[config.mk]
export PLATFORM = sky130hd
export DESIGN_NAME = filtro_sensores
export DESIGN_NICKNAME = d
export VERILOG_FILES = /design/src/rtl/filtro_sensores.sv
export SDC_FILE = /design/constraint.sdc
export NUM_CORES = 1
export LEC_CHECK = 0
export CORE_UTILIZATION = 55
export CTS_BUF_LIST = sky130_fd_sc_hd__clkbuf_4 sky130_fd_sc_hd__clkbuf_8 sky130_fd_sc_hd__clkbuf_16
export CTS_CLUSTER_SIZE = 14
export DETAILED_ROUTE_END_ITERATION = 7
export MAX_ROUTING_LAYER = met4
export PLACE_DENSITY = 0.86
export SLEW_MARGIN = 15
export SYNTH_ARGS = -nofsm -noshare
export SYNTH_HDL_FRONTEND = slang
export SYNTH_SLANG_ARGS = --single-unit
[constraint.sdc]
create_clock -name ck -period 2.9 [get_ports ck]
set_input_delay 0.29 -clock ck [delete_from_list [all_inputs] [get_ports ck]]
set_output_delay 0.29 -clock ck [all_outputs]
set_load 0.05 [all_outputs]
[src/rtl/filtro_sensores.sv]
// Level-sensor input conditioning: two-flop synchroniser, per-bit debounce,
// and a windowed chatter monitor that flags float switches that toggle too often.
module filtro_sensores #(
  parameter int unsigned DEBOUNCE    = 16,
  parameter int unsigned VENTANA     = 1024,
  parameter int unsigned MAX_CAMBIOS = 8,
  parameter logic [2:0]  SENS_RESET  = 3'b111
) (
  input  logic       ck,
  input  logic       rst_i,
  input  logic [2:0] sensores_raw_i,
  output logic [2:0] sensores_o,
  output logic       cambio_o,
  output logic [2:0] falla_bits_o,
  output logic       falla_o
);

  localparam int CNT_W = (DEBOUNCE > 1) ? $clog2(DEBOUNCE) : 1;
  localparam int TR_W  = $clog2(MAX_CAMBIOS + 1);
  localparam int WIN_W = $clog2(VENTANA);

  localparam logic [CNT_W-1:0] CNT_MAX  = CNT_W'(DEBOUNCE - 1);
  localparam logic [TR_W-1:0]  TR_MAX   = TR_W'(MAX_CAMBIOS);
  localparam logic [WIN_W-1:0] WIN_LAST = WIN_W'(VENTANA - 1);

  logic [2:0]            s1_q, s2_q, s3_q;
  logic [2:0]            filt_q, filt_d;
  logic [2:0][CNT_W-1:0] cnt_q, cnt_d;
  logic [2:0][TR_W-1:0]  tr_q, tr_d, tr_sum;
  logic [WIN_W-1:0]      win_q, win_d;
  logic                  cambio_q, cambio_d;
  logic [2:0]            falla_q, falla_d;
  logic [2:0]            flanco;

  assign flanco = s2_q ^ s3_q;

  always_comb begin
    filt_d  = filt_q;
    cnt_d   = '0;
    tr_d    = tr_q;
    tr_sum  = '0;
    falla_d = falla_q;
    win_d   = (win_q == WIN_LAST) ? '0 : win_q + WIN_W'(1);
    for (int i = 0; i < 3; i++) begin
      // Any cycle where the synchronised level agrees with filt resets progress.
      if (s2_q[i] != filt_q[i]) begin
        if (cnt_q[i] == CNT_MAX) begin
          filt_d[i] = s2_q[i];
        end else begin
          cnt_d[i] = cnt_q[i] + CNT_W'(1);
        end
      end
      tr_sum[i] = (tr_q[i] == TR_MAX) ? TR_MAX : tr_q[i] + TR_W'(flanco[i]);
      // An edge on the closing cycle belongs to the window being closed.
      if (win_q == WIN_LAST) begin
        falla_d[i] = (tr_sum[i] >= TR_MAX);
        tr_d[i]    = '0;
      end else begin
        tr_d[i] = tr_sum[i];
      end
    end
    cambio_d = (filt_d != filt_q);
  end

  always_ff @(posedge ck or negedge rst_i) begin
    if (!rst_i) begin
      s1_q     <= SENS_RESET;
      s2_q     <= SENS_RESET;
      s3_q     <= SENS_RESET;
      filt_q   <= SENS_RESET;
      cnt_q    <= '0;
      tr_q     <= '0;
      win_q    <= '0;
      cambio_q <= 1'b0;
      falla_q  <= '0;
    end else begin
      s1_q     <= sensores_raw_i;
      s2_q     <= s1_q;
      s3_q     <= s2_q;
      filt_q   <= filt_d;
      cnt_q    <= cnt_d;
      tr_q     <= tr_d;
      win_q    <= win_d;
      cambio_q <= cambio_d;
      falla_q  <= falla_d;
    end
  end

  assign sensores_o   = filt_q;
  assign cambio_o     = cambio_q;
  assign falla_bits_o = falla_q;
  assign falla_o      = |falla_q;

endmodule

==> metrics <==
Unique masters post-synth 31; core area 3660 um^2; most frequent cells in the layout dfrtp_1, dfstp_2, xnor2_1, clkdlybuf4s50_1, ha_1; Synth Flop Type dfrtp_1; Die H 63.8 um; Residual DRC 0; vias in the first global route 1339; skew final 0.00901 ns; #FFs+latches synth 50; power per cell area 685 nW/um^2; Routed WL 3.35 mm; xor and xnor area share after synthesis 0.0833; die area 4080 um^2; post-synthesis compound-gate area fraction 0.0476; Achievable Freq 0.494 GHz; vias 1272; Seq/Total Area, Yosys 0.602; Total Power 1.64 mW; Post-CTS Setup Inserts 0; H-tree levels 2; drt wl/cell 14.5 um; unrepaired setup endpoints after global routing false; HPWL Detailed 2.53 mm; share of layout cells above drive strength 1 0.164; via density per instance 5.51; Place WS 0.895 ns; Slew Viols, Final 0; GR Overflow Total 0; final setup margin 0.878 ns; Clk Latency, worst-skew pair 0.30 ns; Initial Util 0.575; Total GRT Usage 0.204; DP Area 2270 um^2; final hold violations 32; mean post-synth cell area 12.9 um^2; Hold WC Path Type in2async; worst-case hold slack -0.0151 ns; Synth Area in Adders 0.0595; Synth warnings 0; clk buf depth 2; Routability Congestion 0.689; hold_buf cts 0; cell count after synthesis 163; Crit. End Element flip-flop; io pins 13; Max VDD drop 0.419 mV; drt initial violations 40; final non-filler cell area 2390 um^2; Synthesized Nets 178; cell area after synthesis 2100 um^2; failing checks negative hold slack; Synth Area in Simple Gates 0.156; main combinational cell family by area after synthesis simple AND/OR/NAND/NOR gates; relative slew slack 0.563; area added between synthesis and finish 13.8%; Final nets 197; Setup TNS Final 0 ns; Resize count post-CTS 0; 1st-pass router iterations 4; run status finished, violations left; first-pass GRT wire length 5.95 mm; DRT antenna net count 0; final setup vio count 0; Least-Margin Pin Slew 0.650 ns; Tmin final 2.02 ns; post-synthesis mux area share 0.0303; MaxCap Viol Count 0; site row count 22; Final Cycle Share 0.697; Num Clock Sinks 50; CP Launch Type flip-flop; asr flop ratio synth 1.00; most common cell after layout, fill and taps aside dfrtp_1; CTS tree done; antenna diode count 0; EDFF count, synth 0; Leak 1.02 nW; CP required 3.10 ns; antenna violations before repair 0; port bufs 12; root buf cell clkbuf_8; clock-pin slew on the worst setup and hold paths 0.09 ns; worst setup path class reg2reg; Die X-Extent 63.8 um; largest net degree at the start of global routing 51; CTS buffer count 5; Worst EP arrival 2.22 ns; worst-path maximum fanout 11
[sequential cells by signal (all words and copies together) (netlist names)]
name	count
falla_bits_o	3
sensores_o	3
cambio_o	1
win_q	10
s1_q	3
s3_q	3
cnt_q	12
tr_q	12
s2_q	3
[kinds of logic after synthesis]
kind of cell             count (synthesis)
AO/OA/AOI/OAI                           17
multiplexers                             6
AND/OR/NAND/NOR                         50
XOR/XNOR                                20
adder cells (fa/ha/maj)                 10
buffers and inverters                   10
flip-flops                              50
[metrics by stage]
step	hold WS [ns]	cells	utilization
after floorplan	-0.00559	163	-
after CTS	0.194	231	0.653
final	-0.0151	231	0.654
after detailed placement	0.348	223	0.621
after global routing	0.00963	231	0.654
after global placement	0.346	223	0.621
[routing by layer]
layer | up-vias | part of all wire | GRT usage
met5 | - | 0 | -
met3 | 9 | 0.031 | 0.0643
met2 | 21 | 0.54 | 0.356
met4 | 0 | 0.026 | 0.0966
met1 | 636 | 0.40 | 0.206
li1 | 606 | - | -
[worst max-delay path, cell delays in order (launching register included)]
cell     delay [ns]
dfrtp_1        0.43
ha_1           0.26
nand3_1        0.20
nor4_4         0.54
buf_4          0.28
and2b_2        0.22
[cell type report]
cell class	instances	area, um^2
Sequential cell	50	1270
Clock inverter	3	47.5
Multi-Input combinational cell	103	792
Tap cell	48	60.1
Fill cell	274	1270
Clock buffer	5	68.8
Inverter	9	33.8
Timing Repair Buffer	13	125
[synth_stat cells (5+ instances only)]
master / count / area share
dfstp_2: 12 / 0.15
inv_1: 9 / 0.016
dfrtp_1: 38 / 0.45
a21oi_1: 7 / 0.017
xnor2_1: 11 / 0.046
xor2_1: 9 / 0.037
o21ai_0: 5 / 0.012
nand3_1: 9 / 0.021
nor2_1: 8 / 0.014
ha_1: 10 / 0.059
nor3b_1: 8 / 0.029
nor3_1: 5 / 0.012
[path summary, 6_finish.rpt]
path / from / endpoint / slack [ns] / depth (start not counted)
hold reg to reg: s1_q[1] / s2_q[1] / 0.36 / 0
setup reg to reg: win_q[0] / win_q[1] / 0.88 / 5
max in group asynchronous: rst_i / cnt_q[9] / 2.52 / 1
setup / recovery: win_q[0] / win_q[1] / 0.88 / 5
hold / removal: rst_i / win_q[2] / -0.02 / 1
min in group ck: s1_q[1] / s2_q[1] / 0.36 / 0
[where the power goes]
group | switching (mW) | total, mW | internal (mW)
Combinational | 0.121 | 0.256 | 0.135
Sequential | 0.0829 | 0.892 | 0.809
Clock | 0.229 | 0.492 | 0.263
Total | 0.434 | 1.64 | 1.21
Power figures use the tool's default switching activity.
